### config.mk
export PLATFORM = sky130hd
export DESIGN_NAME = spi_nibble_queue_flat
export DESIGN_NICKNAME = d
export VERILOG_FILES = /design/src/rtl/spi_nibble_queue_if.sv /design/src/rtl/spi_nibble_queue.sv /design/src/flat_wrapper.sv
export SDC_FILE = /design/constraint.sdc
export NUM_CORES = 1
export LEC_CHECK = 0
export BUFFER_PORTS_ARGS = -buffer_cell sky130_fd_sc_hd__buf_2
export CAP_MARGIN = 20
export CORE_UTILIZATION = 40
export CTS_CLUSTER_SIZE = 28
export DETAILED_ROUTE_END_ITERATION = 16
export PLACE_DENSITY = 0.67
export SYNTH_ARGS = -nofsm -noshare
export SYNTH_HDL_FRONTEND = slang
export SYNTH_SLANG_ARGS = --single-unit
export TNS_END_PERCENT = 1
### constraint.sdc
create_clock -name clk -period 2.8 [get_ports clk]
set_clock_uncertainty 0.05 [all_clocks]
set_input_delay 0.14 -clock clk [delete_from_list [all_inputs] [get_ports clk]]
set_output_delay 0.14 -clock clk [all_outputs]
set_load 0.01 [all_outputs]
### src/rtl/spi_nibble_queue_if.sv
// Nibble queue bus: SPI push side, consumer pop side, status. Carries
// drop_count_out only when NIBBLE_QUEUE_DROP_COUNT_EN is defined.
interface spi_nibble_queue_if #(
  parameter int DEPTH = 8
);
  localparam int CW = $clog2(DEPTH) + 1;

  logic [3:0]    spi_data_in;
  logic          spi_data_valid_in;
  logic          rd_en_in;
  logic          flush_in;
  logic          overflow_clr_in;
  logic [3:0]    data_out;
  logic          data_valid_out;
  logic          full_out;
  logic [CW-1:0] count_out;
  logic          overflow_out;
`ifdef NIBBLE_QUEUE_DROP_COUNT_EN
  logic [7:0]    drop_count_out;
`endif

  modport master (
    output spi_data_in, spi_data_valid_in, rd_en_in, flush_in, overflow_clr_in,
    input  data_out, data_valid_out, full_out, count_out, overflow_out
`ifdef NIBBLE_QUEUE_DROP_COUNT_EN
    , input drop_count_out
`endif
  );

  modport slave (
    input  spi_data_in, spi_data_valid_in, rd_en_in, flush_in, overflow_clr_in,
    output data_out, data_valid_out, full_out, count_out, overflow_out
`ifdef NIBBLE_QUEUE_DROP_COUNT_EN
    , output drop_count_out
`endif
  );
endinterface

### src/rtl/spi_nibble_queue.sv
// FWFT nibble FIFO behind the SPI receiver; push visible the cycle after its edge, pop every cycle.
// Pushes at full without a pop are dropped and flagged (sticky overflow, drop counter under NIBBLE_QUEUE_DROP_COUNT_EN).
module spi_nibble_queue #(
  parameter int DEPTH = 8
) (
  input logic             clk,
  input logic             reset_n,
  spi_nibble_queue_if.slave q
);
  localparam int AW = $clog2(DEPTH);
  localparam int CW = AW + 1;

  logic [3:0]    mem_q [DEPTH];
  logic [3:0]    mem_d [DEPTH];
  logic [AW-1:0] wr_ptr_q, wr_ptr_d;
  logic [AW-1:0] rd_ptr_q, rd_ptr_d;
  logic [CW-1:0] cnt_q, cnt_d;
  logic          ovf_q, ovf_d;

  logic not_empty, full, push, pop, drop;

  assign not_empty = (cnt_q != '0);
  assign full      = (cnt_q == CW'(DEPTH));
  // A pop at full frees the slot the same edge, so that push is not a drop.
  assign pop       = q.rd_en_in & not_empty & ~q.flush_in;
  assign push      = q.spi_data_valid_in & ~q.flush_in & (~full | pop);
  assign drop      = q.spi_data_valid_in & ~q.flush_in & full & ~pop;

  always_comb begin
    mem_d    = mem_q;
    wr_ptr_d = wr_ptr_q;
    rd_ptr_d = rd_ptr_q;
    cnt_d    = cnt_q;
    if (q.flush_in) begin
      wr_ptr_d = '0;
      rd_ptr_d = '0;
      cnt_d    = '0;
    end else begin
      if (push) begin
        mem_d[wr_ptr_q] = q.spi_data_in;
        wr_ptr_d        = wr_ptr_q + AW'(1);
      end
      if (pop) rd_ptr_d = rd_ptr_q + AW'(1);
      if (push && !pop) cnt_d = cnt_q + CW'(1);
      else if (pop && !push) cnt_d = cnt_q - CW'(1);
    end
  end

  // A drop wins over a coincident clear.
  always_comb begin
    ovf_d = ovf_q;
    if (drop) ovf_d = 1'b1;
    else if (q.overflow_clr_in) ovf_d = 1'b0;
  end

  always_ff @(posedge clk) begin
    mem_q <= mem_d;
  end

  always_ff @(posedge clk or negedge reset_n) begin
    if (!reset_n) begin
      wr_ptr_q <= '0;
      rd_ptr_q <= '0;
      cnt_q    <= '0;
      ovf_q    <= 1'b0;
    end else begin
      wr_ptr_q <= wr_ptr_d;
      rd_ptr_q <= rd_ptr_d;
      cnt_q    <= cnt_d;
      ovf_q    <= ovf_d;
    end
  end

`ifdef NIBBLE_QUEUE_DROP_COUNT_EN
  logic [7:0] drop_cnt_q, drop_cnt_d;

  always_comb begin
    drop_cnt_d = drop_cnt_q;
    if (drop) begin
      if (q.overflow_clr_in)          drop_cnt_d = 8'd1;
      else if (drop_cnt_q != 8'hFF)   drop_cnt_d = drop_cnt_q + 8'd1;
    end else if (q.overflow_clr_in) begin
      drop_cnt_d = 8'd0;
    end
  end

  always_ff @(posedge clk or negedge reset_n) begin
    if (!reset_n) drop_cnt_q <= 8'd0;
    else          drop_cnt_q <= drop_cnt_d;
  end

  assign q.drop_count_out = drop_cnt_q;
`endif

  assign q.data_out       = not_empty ? mem_q[rd_ptr_q] : 4'h0;
  assign q.data_valid_out = not_empty;
  assign q.full_out       = full;
  assign q.count_out      = cnt_q;
  assign q.overflow_out   = ovf_q;
endmodule

### src/flat_wrapper.sv
// flat-port wrapper written by rule: the top's interface ports become plain ports
module spi_nibble_queue_flat 
#(
  parameter int DEPTH = 8
)
  (clk, reset_n, q_spi_data_in, q_spi_data_valid_in, q_rd_en_in, q_flush_in, q_overflow_clr_in, q_data_out, q_data_valid_out, q_full_out, q_count_out, q_overflow_out);
  spi_nibble_queue_if #(.DEPTH(DEPTH)) q_i ();
  input logic clk;
  input logic reset_n;
  input wire logic [$bits(q_i.spi_data_in)-1:0] q_spi_data_in;
  input wire logic [$bits(q_i.spi_data_valid_in)-1:0] q_spi_data_valid_in;
  input wire logic [$bits(q_i.rd_en_in)-1:0] q_rd_en_in;
  input wire logic [$bits(q_i.flush_in)-1:0] q_flush_in;
  input wire logic [$bits(q_i.overflow_clr_in)-1:0] q_overflow_clr_in;
  output wire logic [$bits(q_i.data_out)-1:0] q_data_out;
  output wire logic [$bits(q_i.data_valid_out)-1:0] q_data_valid_out;
  output wire logic [$bits(q_i.full_out)-1:0] q_full_out;
  output wire logic [$bits(q_i.count_out)-1:0] q_count_out;
  output wire logic [$bits(q_i.overflow_out)-1:0] q_overflow_out;
  assign q_i.spi_data_in = q_spi_data_in;
  assign q_i.spi_data_valid_in = q_spi_data_valid_in;
  assign q_i.rd_en_in = q_rd_en_in;
  assign q_i.flush_in = q_flush_in;
  assign q_i.overflow_clr_in = q_overflow_clr_in;
  assign q_data_out = q_i.data_out;
  assign q_data_valid_out = q_i.data_valid_out;
  assign q_full_out = q_i.full_out;
  assign q_count_out = q_i.count_out;
  assign q_overflow_out = q_i.overflow_out;
  spi_nibble_queue #(.DEPTH(DEPTH)) u_core (.clk(clk), .reset_n(reset_n), .q(q_i));
endmodule
==> flow_metrics.env, run 1 <==
export IMPL_route_antenna_remaining_nets=0
export IMPL_critical_path_top_delay_family="simple AND/OR/NAND/NOR gates"
export IMPL_min_path_type="in -> reg"
export IMPL_outcome="complete, no violations"
export IMPL_switching_share_pct=35.9
export IMPL_finalHoldViolations=0
export IMPL_core_area_um2=4790
export IMPL_grt_pass1_vias=1282
export IMPL_synth_area_top_cells="edfxtp_1, dfrtp_1, mux4_2"
export IMPL_relative_contribution_of_combinational_cells_to_total_power_pct=36.4
export IMPL_syn2layout_area_growth_pct=13.8
export IMPL_postSynthAreaPerCell_um2=13.7
export IMPL_floorplan_die_area_um2=5310
export IMPL_timing_max_slew_rel_slack_pct=51.2
export IMPL_path_max_fanout=7
export IMPL_synth_enable_flop_cells=32
export IMPL_yosys_warnings=0
export IMPL_chipHeight_um=72.9
export IMPL_total_power_w=0.00194
export IMPL_cp_buffers_inverters=0
export IMPL_clk_latency_ns=0.28
export IMPL_crit_required_ns=2.97
export IMPL_fraction_of_final_layout_cells_with_drive_strength_greater_than_1_pct=23.3
export IMPL_timing_final_setup_violations=0
export IMPL_routed_via_count=1245
export IMPL_post_route_drc_count=0
export IMPL_vdd_ir_drop_max_uv=636
export IMPL_global_route_overflow_total=0
export IMPL_cells_after_synthesis=147
export IMPL_tightestPinTransition_ns=0.727
export IMPL_detailed_place_hpwl_mm=2.75
export IMPL_rows=25
export IMPL_max_cap_violations=0
export IMPL_synth_yosys_seq_area_share_pct=61.5
export IMPL_synth_nets=162
export IMPL_crit_type="reg -> reg"
export IMPL_power_frac_seq_pct=44.4
export IMPL_clock_tree_htree_level_count=2
export IMPL_synth_largest_area_cell="edfxtp_1"
export IMPL_utilization_pct=47.8
export IMPL_syn_area_um2=2010
export IMPL_total_switching_power_w=0.000696
export IMPL_grt_antenna_before_repair=0
export IMPL_synth_cell_type_count=34
export IMPL_worst_setup_hold_path_clk_slew_ns=0.08
export IMPL_clock_root_buffer="clkbuf_8"
export IMPL_num_nets_final=186
export IMPL_tritoncts_clock_tree="built"
export IMPL_drt_pass1_iter_count=4
export IMPL_synth_largest_type_area_fraction_pct=47.8
export IMPL_timing_final_max_slew_violations=0
export IMPL_globalRouteTotalUtil_pct=16.7
export IMPL_io_buffer_count=20
export IMPL_initial_utilization_pct=42.0
export IMPL_layout_min_cycle_time_ns=2.32
export IMPL_clock_fmax_mhz=432
export IMPL_p_clk_share_pct=19.2
export IMPL_slowest_stage="dfrtp_1"
export IMPL_synth_main_ff_cell="edfxtp_1"
export IMPL_tns_ns=0
export IMPL_boundaryPins=21
export IMPL_grt_first_pass_wirelength_mm=6.31
export IMPL_cell_breakdown_of_the_critical_path="or3_1 -> nand2_1 -> nand3_1 -> ha_1 -> a21oi_1 -> nand2_1 -> or3_1 -> nand4_1"
export IMPL_cts_inserted_buffers=5
export IMPL_cts_sinks=43
export IMPL_cts_root_to_sink_buffers=2
export IMPL_post_route_period_util_pct=82.7
export IMPL_setup_repair_after_global_routing_missed_its_margin="false"
export IMPL_asyncSetResetFlopFracSynth_pct=25.6
export IMPL_critical_path_startpoint_category="flop"
export IMPL_place_gp_congestion=0.765
export IMPL_numPlacedInstances=229
export IMPL_chipWidth_um=72.9
export IMPL_detail_route_wirelength_mm=3.87
export IMPL_antenna_diodes=0
export IMPL_drt_wirelength_per_cell_um=16.2
export IMPL_critPathArrivalTime_ns=2.48
export IMPL_post_layout_nonfiller_instances=239
export IMPL_cell_internal_pwr_w=0.00125
export IMPL_cellLeakagePower_nw=0.856
export IMPL_critPathMaxStageDelay_ns=0.46
export IMPL_synth_common_cells="edfxtp_1, nor2_1, dfrtp_1"
export IMPL_fillers=437
export IMPL_worst_setup_path_end_kind="flop"
export IMPL_synth_ff_latch_count=43
export IMPL_drtIter0Drc=75
export IMPL_route_detailed_vias_per_inst=5.21
export IMPL_grt_start_max_net_pins=17
export IMPL_synth_most_common_cell="edfxtp_1"
export IMPL_powerDensity_nw_per_um2=849
[per-stage QoR]
| step | setup WS, ns | cell area [µm²] | hold WS (ns) |
|---|---|---|---|
| final | 0.484 | 2290 | 0.0679 |
| after global routing | 0.318 | 2290 | 0.0768 |
| after CTS | 0.505 | 2290 | 0.0580 |
| after detailed placement | 0.528 | 2180 | -0.0169 |
| after global placement | 0.640 | 2180 | -0.0241 |
| after floorplan | 0.649 | 2010 | -0.206 |
[cells by family after synthesis]
family	synth area share, %
and+or+nand+nor	12.0
DFF	61.5
buffers and inverters	3.36
muxes	12.0
AOI/OAI and AO/OA	4.67
xor gates and xnor gates	3.05
adders and majority gates	3.49
[layer usage]
metal  routed length (µm)  track usage [%]
met4                   64             6.32
met5                    0                0
met1                 1630             21.2
met3                  149             3.73
met2                 2020             28.1
[repair_timing]
action,in CTS,in global routing
hold endpoints to repair,12,0
setup buffers,0,0
hold buffers,2,0
gates resized for setup,0,0
[power groups by stage]
| stage | Combinational [W] | Sequential (W) | Clock [W] |
|---|---|---|---|
| after floorplan | 0.000532 | 0.000819 | 0 |
| after global placement | 0.000669 | 0.000871 | 0 |
| after detailed placement | 0.000708 | 0.000879 | 0 |
| after CTS | 0.000716 | 0.000865 | 0.000385 |
| after global routing | 0.000794 | 0.000883 | 0.000402 |
| final | 0.000706 | 0.000863 | 0.000373 |
[layout make-up]
class | count | area, µm² | share of cell area [%]
Inverter | 9 | 33.8 | 1.48
Clock buffer | 5 | 68.8 | 3.01
Multi-Input combinational cell | 87 | 706 | 30.9
Sequential cell | 43 | 1240 | 54.1
Timing Repair Buffer | 25 | 143 | 6.24
Clock inverter | 3 | 15.0 | 0.657
Tap cell | 67 | 83.8 | 3.67
[state kept, by name (all words and copies together), names as in the netlist]
register,count
u_core.q.count_out,4
u_core.rd_ptr_q,3
u_core.wr_ptr_q,3
u_core.q.overflow_out,1
u_core.mem_q,32
[cell usage in the layout, fill, tap and decap left out, types with 3 or more instances in the layout]
cell,n
buf_2,20
buf_4,3
clkbuf_8,5
dfrtp_1,11
edfxtp_1,32
ha_1,4
inv_1,9
mux2i_1,6
mux4_2,8
nand2_1,8
nand2b_1,3
nand3_1,7
nor2_1,20
xnor2_1,5
[worst paths after layout]
| path | startpoint | to | slack (ns) | cells past startpoint |
|---|---|---|---|---|
| hold / removal | q_spi_data_in[1] | u_core.mem_q[1]$_DFFE_PP_ | 0.07 | 1 |
| setup reg to reg | u_core.q.count_out[1]$_DFFE_PN0P_ | u_core.q.count_out[3]$_DFFE_PN0P_ | 0.48 | 8 |
| setup / recovery | u_core.q.count_out[1]$_DFFE_PN0P_ | u_core.q.count_out[3]$_DFFE_PN0P_ | 0.48 | 8 |
| hold reg to reg | u_core.q.overflow_out$_DFFE_PN0P_ | u_core.q.overflow_out$_DFFE_PN0P_ | 0.49 | 2 |
| max in group asynchronous | reset_n | u_core.q.count_out[3]$_DFFE_PN0P_ | 2.28 | 2 |
| min in group asynchronous | reset_n | u_core.q.count_out[2]$_DFFE_PN0P_ | 0.21 | 2 |
No activity file was read; power rests on OpenSTA's default activity.
==> run 2: changes to the inputs <==
==> constraint.sdc (replaced) <==
create_clock -name clk -period 2.2 [get_ports clk]
set_clock_uncertainty 0.05 [all_clocks]
set_input_delay 0.11 -clock clk [delete_from_list [all_inputs] [get_ports clk]]
set_output_delay 0.11 -clock clk [all_outputs]
set_load 0.01 [all_outputs]
==> flow_metrics.env, run 2 (synthesis results as in run 1) <==
export IMPL_outcome="complete, no violations"
export IMPL_cts_root_to_sink_buffers=2
export IMPL_min_path_type="in -> reg"
export IMPL_post_route_period_util_pct=95.1
export IMPL_slowest_stage="dfrtp_1"
export IMPL_place_gp_congestion=0.762
export IMPL_timing_critical_path_mode_cell="nand2_1"
export IMPL_crit_cells=8
export IMPL_crit_type="reg -> reg"
export IMPL_seqCellArea_um2=1240
export IMPL_post_layout_nonfiller_instances=249
export IMPL_globalRouteTotalUtil_pct=16.5
export IMPL_top_register="u_core.mem_q"
export IMPL_boundaryPins=21
export IMPL_timing_final_setup_violations=0
export IMPL_fillers=410
export IMPL_clock_fmax_mhz=478
export IMPL_utilization_pct=50.0
export IMPL_clk_latency_ns=0.28
export IMPL_cellLeakagePower_nw=0.912
export IMPL_most_common_layout_cells="edfxtp_1, nor2_1, buf_2"
export IMPL_drt_pass1_iter_count=4
export IMPL_crit_required_ns=2.37
export IMPL_fraction_of_final_layout_cells_with_drive_strength_greater_than_1_pct=30.2
export IMPL_worst_setup_hold_path_clk_slew_ns=0.08
export IMPL_cts_inserted_buffers=5
export IMPL_drt_wirelength_per_cell_um=15.5
export IMPL_r2r_worst_path_cells=8
export IMPL_worst_setup_path_end_kind="flop"
export IMPL_path_max_fanout=4
export IMPL_post_route_drc_count=0
export IMPL_grt_first_pass_wirelength_mm=6.34
export IMPL_routed_via_count=1266
export IMPL_finalHoldViolations=0
export IMPL_layout_min_cycle_time_ns=2.09
export IMPL_floorplan_die_area_um2=5310
export IMPL_numPlacedInstances=238
export IMPL_rows=25
export IMPL_grt_start_max_net_pins=14
export IMPL_antenna_diodes=0
export IMPL_clock_tree_htree_level_count=2
export IMPL_timing_max_slew_rel_slack_pct=28.4
export IMPL_num_nets_final=196
export IMPL_critical_path_startpoint_category="flop"
export IMPL_vdd_ir_drop_max_uv=636
export IMPL_cp_buffers_inverters=0
export IMPL_clock_root_buffer="clkbuf_8"
export IMPL_multi_input_comb_area_um2=737
export IMPL_detailed_place_hpwl_mm=2.78
export IMPL_chipWidth_um=72.9
export IMPL_critPathArrivalTime_ns=2.26
export IMPL_tns_ns=0
export IMPL_critical_path_top_delay_family="simple AND/OR/NAND/NOR gates"
export IMPL_tritoncts_clock_tree="built"
export IMPL_route_detailed_vias_per_inst=5.08
export IMPL_global_route_overflow_total=0
export IMPL_drtIter0Drc=47
export IMPL_initial_utilization_pct=42.0
export IMPL_timing_final_max_slew_violations=0
export IMPL_setup_repair_after_global_routing_missed_its_margin="false"
export IMPL_io_buffer_count=20
export IMPL_powerDensity_nw_per_um2=1100
export IMPL_cell_breakdown_of_the_critical_path="or3_4 -> nand2_1 -> nand3_2 -> ha_4 -> a21oi_1 -> nand2_1 -> or3_1 -> nand4_1"
export IMPL_largest_register_ff_count=32
export IMPL_cts_sinks=43
export IMPL_fin_hold_ws_ns=0.0259
export IMPL_min_path_cells=2
export IMPL_chipHeight_um=72.9
export IMPL_detail_route_wirelength_mm=3.87
export IMPL_critPathMaxStageDelay_ns=0.39
export IMPL_core_area_um2=4790
export IMPL_leading_cell_type_in_the_layout_fill_and_taps_excluded="edfxtp_1"
export IMPL_route_antenna_remaining_nets=0
export IMPL_grt_pass1_vias=1310
export IMPL_syn2layout_area_growth_pct=19.1
export IMPL_grt_antenna_before_repair=0
export IMPL_tightestPinTransition_ns=1.06
export IMPL_max_cap_violations=0
==> run 2: where the power goes <==
group	internal [W]	total, W	switching [W]
Clock	0.000222	0.000473	0.000251
Sequential	0.000945	0.00101	0.0000666
Combinational	0.000542	0.00114	0.000599
==> run 2: area by class of cell <==
type / count / area share, %
clock inverter: 2 / 0.523
inverter: 9 / 1.41
clock buffer: 6 / 3.03
timing repair buffer: 35 / 9.10
tap: 67 / 3.50
multi-input combinational: 87 / 30.8
sequential: 43 / 51.6
==> run 2: final timing paths <==
path | startpoint | to | slack (ns)
worst min register to register | u_core.q.overflow_out$_DFFE_PN0P_ | u_core.q.overflow_out$_DFFE_PN0P_ | 0.48
min in group asynchronous | reset_n | u_core.q.count_out[2]$_DFFE_PN0P_ | 0.17
max in group asynchronous | reset_n | u_core.wr_ptr_q[2]$_DFFE_PN0P_ | 1.71
worst max-delay path | u_core.q.count_out[2]$_DFFE_PN0P_ | u_core.q.count_out[3]$_DFFE_PN0P_ | 0.11
worst max register to register | u_core.q.count_out[2]$_DFFE_PN0P_ | u_core.q.count_out[3]$_DFFE_PN0P_ | 0.11
worst min-delay path | q_flush_in | u_core.wr_ptr_q[2]$_DFFE_PN0P_ | 0.03
==> run 2: worst register-to-register path: cells and delay by family, from the launching register on <==
family / cells / cell delay (ns)
DFF: 1 / 0.39
adders and majority gates: 1 / 0.26
AOI/OAI and AO/OA: 1 / 0.14
and+or+nand+nor: 6 / 1.20
==> run 2: metal layers <==
metal | share of wire, % | vias to the layer above | GRT usage (%)
met5 | 0 | - | 0
met4 | 0.93 | 0 | 4.58
li1 | - | 607 | -
met3 | 2.7 | 4 | 3.04
met2 | 52 | 22 | 30.5
met1 | 44 | 633 | 19.5
==> run 2: repair_timing <==
action                     CTS  global route
hold endpoints to repair    12             0
pin swaps                    0             2
resized for setup            1             4
setup buffers                0             1
hold buffers                 2             0
setup endpoints to repair    1             2
==> run 2: per-stage QoR <==
step | area [µm²] | setup slack [ns] | power (W)
5_1_grt | 2390 | 0.0000313 | 0.00281
3_5_place_dp | 2250 | 0.00459 | 0.00208
6_report | 2390 | 0.107 | 0.00263
3_3_place_gp | 2250 | 0.108 | 0.00204
2_1_floorplan | 2010 | 0.0491 | 0.00172
4_1_cts | 2370 | 0.0400 | 0.00258
==> run 3: changes to the inputs <==
--- a/config.mk
+++ b/config.mk
@@ -7,10 +7,12 @@
 export LEC_CHECK = 0
 export BUFFER_PORTS_ARGS = -buffer_cell sky130_fd_sc_hd__buf_2
 export CAP_MARGIN = 20
+export CELL_PAD_IN_SITES_DETAIL_PLACEMENT = 0
+export CELL_PAD_IN_SITES_GLOBAL_PLACEMENT = 1
 export CORE_UTILIZATION = 40
 export CTS_CLUSTER_SIZE = 28
 export DETAILED_ROUTE_END_ITERATION = 16
-export PLACE_DENSITY = 0.67
+export PLACE_DENSITY = 0.77
 export SYNTH_ARGS = -nofsm -noshare
 export SYNTH_HDL_FRONTEND = slang
 export SYNTH_SLANG_ARGS = --single-unit
==> flow_metrics.env, run 3 (synthesis results as in run 1) <==
export IMPL_outcome="complete, no violations"
export IMPL_post_route_drc_count=0
export IMPL_rows=25
export IMPL_critPathArrivalTime_ns=2.29
export IMPL_powerDensity_nw_per_um2=1110
export IMPL_worst_setup_path_end_kind="flop"
export IMPL_relative_contribution_of_combinational_cells_to_total_power_pct=44.6
export IMPL_finalHoldViolations=0
export IMPL_most_common_layout_cells="edfxtp_1, nor2_1, buf_2"
export IMPL_clock_fmax_mhz=475
export IMPL_place_gp_congestion=0.800
export IMPL_critical_path_top_delay_family="simple AND/OR/NAND/NOR gates"
export IMPL_r2r_start="u_core.q.count_out[2]$_DFFE_PN0P_"
export IMPL_grt_start_max_net_pins=17
export IMPL_numPlacedInstances=239
export IMPL_clock_tree_htree_level_count=2
export IMPL_tritoncts_clock_tree="built"
export IMPL_floorplan_die_area_um2=5310
export IMPL_clock_root_buffer="clkbuf_8"
export IMPL_cellLeakagePower_nw=0.922
export IMPL_timing_final_setup_violations=0
export IMPL_grt_antenna_before_repair=0
export IMPL_route_detailed_vias_per_inst=5.12
export IMPL_r2r_worst_path_cells=8
export IMPL_globalRouteTotalUtil_pct=17.0
export IMPL_critical_path_startpoint_category="flop"
export IMPL_vdd_ir_drop_max_uv=506
export IMPL_core_area_um2=4790
export IMPL_crit_required_ns=2.39
export IMPL_grt_first_pass_wirelength_mm=6.36
export IMPL_min_to="u_core.mem_q[10]$_DFFE_PP_"
export IMPL_cts_inserted_buffers=5
export IMPL_cell_breakdown_of_the_critical_path="or3_4 -> nand2_2 -> nand3_4 -> ha_4 -> a21oi_1 -> nand2_1 -> or3_1 -> nand4_1"
export IMPL_fraction_of_final_layout_cells_with_drive_strength_greater_than_1_pct=31.0
export IMPL_cp_buffers_inverters=0
export IMPL_timing_final_max_slew_violations=0
export IMPL_global_route_overflow_total=0
export IMPL_worst_setup_hold_path_clk_slew_ns=0.08
export IMPL_io_buffer_count=20
export IMPL_power_frac_seq_pct=37.4
export IMPL_initial_utilization_pct=42.0
export IMPL_cts_sinks=43
export IMPL_setup_repair_after_global_routing_missed_its_margin="false"
export IMPL_antenna_diodes=0
export IMPL_grt_pass1_vias=1291
export IMPL_detail_route_wirelength_mm=4.05
export IMPL_rrSetupSlack_ns=0.09
export IMPL_min_path_cells=1
export IMPL_post_route_period_util_pct=95.7
export IMPL_slowest_stage="or3_4"
export IMPL_chipWidth_um=72.9
export IMPL_num_nets_final=198
export IMPL_detailed_place_hpwl_mm=2.91
export IMPL_leading_cell_type_in_the_layout_fill_and_taps_excluded="edfxtp_1"
export IMPL_path_max_fanout=4
export IMPL_syn2layout_area_growth_pct=20.2
export IMPL_drt_wirelength_per_cell_um=16.1
export IMPL_worstReg2RegEnd="u_core.q.count_out[3]$_DFFE_PN0P_"
export IMPL_tightestPinTransition_ns=1.01
export IMPL_cts_root_to_sink_buffers=2
export IMPL_hold_path_startpoint="q_spi_data_in[2]"
export IMPL_max_cap_violations=0
export IMPL_route_antenna_remaining_nets=0
export IMPL_critPathMaxStageDelay_ns=0.40
export IMPL_clk_latency_ns=0.30
export IMPL_total_switching_power_w=0.000953
export IMPL_largest_register_ff_count=32
export IMPL_timing_max_slew_rel_slack_pct=32.1
export IMPL_chipHeight_um=72.9
export IMPL_fillers=405
export IMPL_drt_pass1_iter_count=4
export IMPL_post_layout_nonfiller_instances=251
export IMPL_p_clk_share_pct=17.9
export IMPL_drtIter0Drc=63
export IMPL_crit_type="reg -> reg"
export IMPL_layout_min_cycle_time_ns=2.11
export IMPL_routed_via_count=1285
export IMPL_boundaryPins=21
export IMPL_min_path_type="in -> reg"
export IMPL_tns_ns=0
export IMPL_top_register="u_core.mem_q"
export IMPL_cell_internal_pwr_w=0.00173
export IMPL_switching_share_pct=35.5
-- run 3: cell types whose count changed in the layout (fill, tap and decap cells not counted), sizes merged --
cell / previous run / this run
buf: 33 / 35
-- run 3: metrics by stage --
| stage | power, W | hold slack (ns) | util, % | worst slack (ns) | cell area, µm² |
|---|---|---|---|---|---|
| floorplan | 0.00172 | -0.236 | - | 0.0491 | 2010 |
| global placement | 0.00205 | -0.0496 | 47.2 | 0.107 | 2260 |
| detailed placement | 0.00211 | -0.0381 | 47.2 | -0.0140 | 2260 |
| CTS | 0.00261 | 0.0348 | 49.6 | 0.0157 | 2370 |
| global route | 0.00283 | 0.0399 | 50.5 | 0.00258 | 2420 |
| finish | 0.00268 | 0.0348 | 50.5 | 0.0947 | 2420 |
-- run 3: worst max path at each step --
stage,from,end,cells past startpoint
floorplan,u_core.q.count_out[2]$_DFFE_PN0P_,u_core.q.count_out[3]$_DFFE_PN0P_,8
global placement,u_core.q.count_out[2]$_DFFE_PN0P_,u_core.q.count_out[3]$_DFFE_PN0P_,8
detailed placement,u_core.q.count_out[2]$_DFFE_PN0P_,u_core.q.count_out[3]$_DFFE_PN0P_,8
CTS,u_core.q.count_out[2]$_DFFE_PN0P_,u_core.q.count_out[3]$_DFFE_PN0P_,8
global route,u_core.q.count_out[2]$_DFFE_PN0P_,u_core.q.count_out[3]$_DFFE_PN0P_,8
finish,u_core.q.count_out[2]$_DFFE_PN0P_,u_core.q.count_out[3]$_DFFE_PN0P_,8
-- run 3: repair_timing --
action                                 CTS  global route
setup endpoints to repair                1             2
cloned                                   0             0
hold buffers                             2             0
gates resized for setup                  1             5
buffers inserted                         0             2
endpoints found under the hold margin   12             0
pin swaps                                0             2
-- run 3: area by class of cell --
cell class / count / area (µm²) / area share (%)
inverter: 9 / 33.8 / 1.40
sequential: 43 / 1240 / 51.2
tap: 67 / 83.8 / 3.47
multi-input combinational: 87 / 744 / 30.8
clock buffer: 6 / 72.6 / 3.00
clock inverter: 2 / 12.5 / 0.518
timing repair buffer: 37 / 233 / 9.63
-- run 3: power by group through the flow --
stage | Clock (W) | Sequential [W] | Combinational [W]
2_1_floorplan | 0 | 0.00104 | 0.000677
3_5_place_dp | 0 | 0.00102 | 0.00109
4_1_cts | 0.000490 | 0.00100 | 0.00111
6_report | 0.000481 | 0.00100 | 0.00120
3_3_place_gp | 0 | 0.00102 | 0.00103
5_1_grt | 0.000518 | 0.00101 | 0.00130
-- run 3: routing by layer --
layer,vias to the layer above,GRT usage (%),share of wire [%]
met5,-,0,0
met1,638,21.6,43
met4,0,7.63,1.9
met3,7,3.31,3.0
li1,616,-,-
met2,24,28.5,52
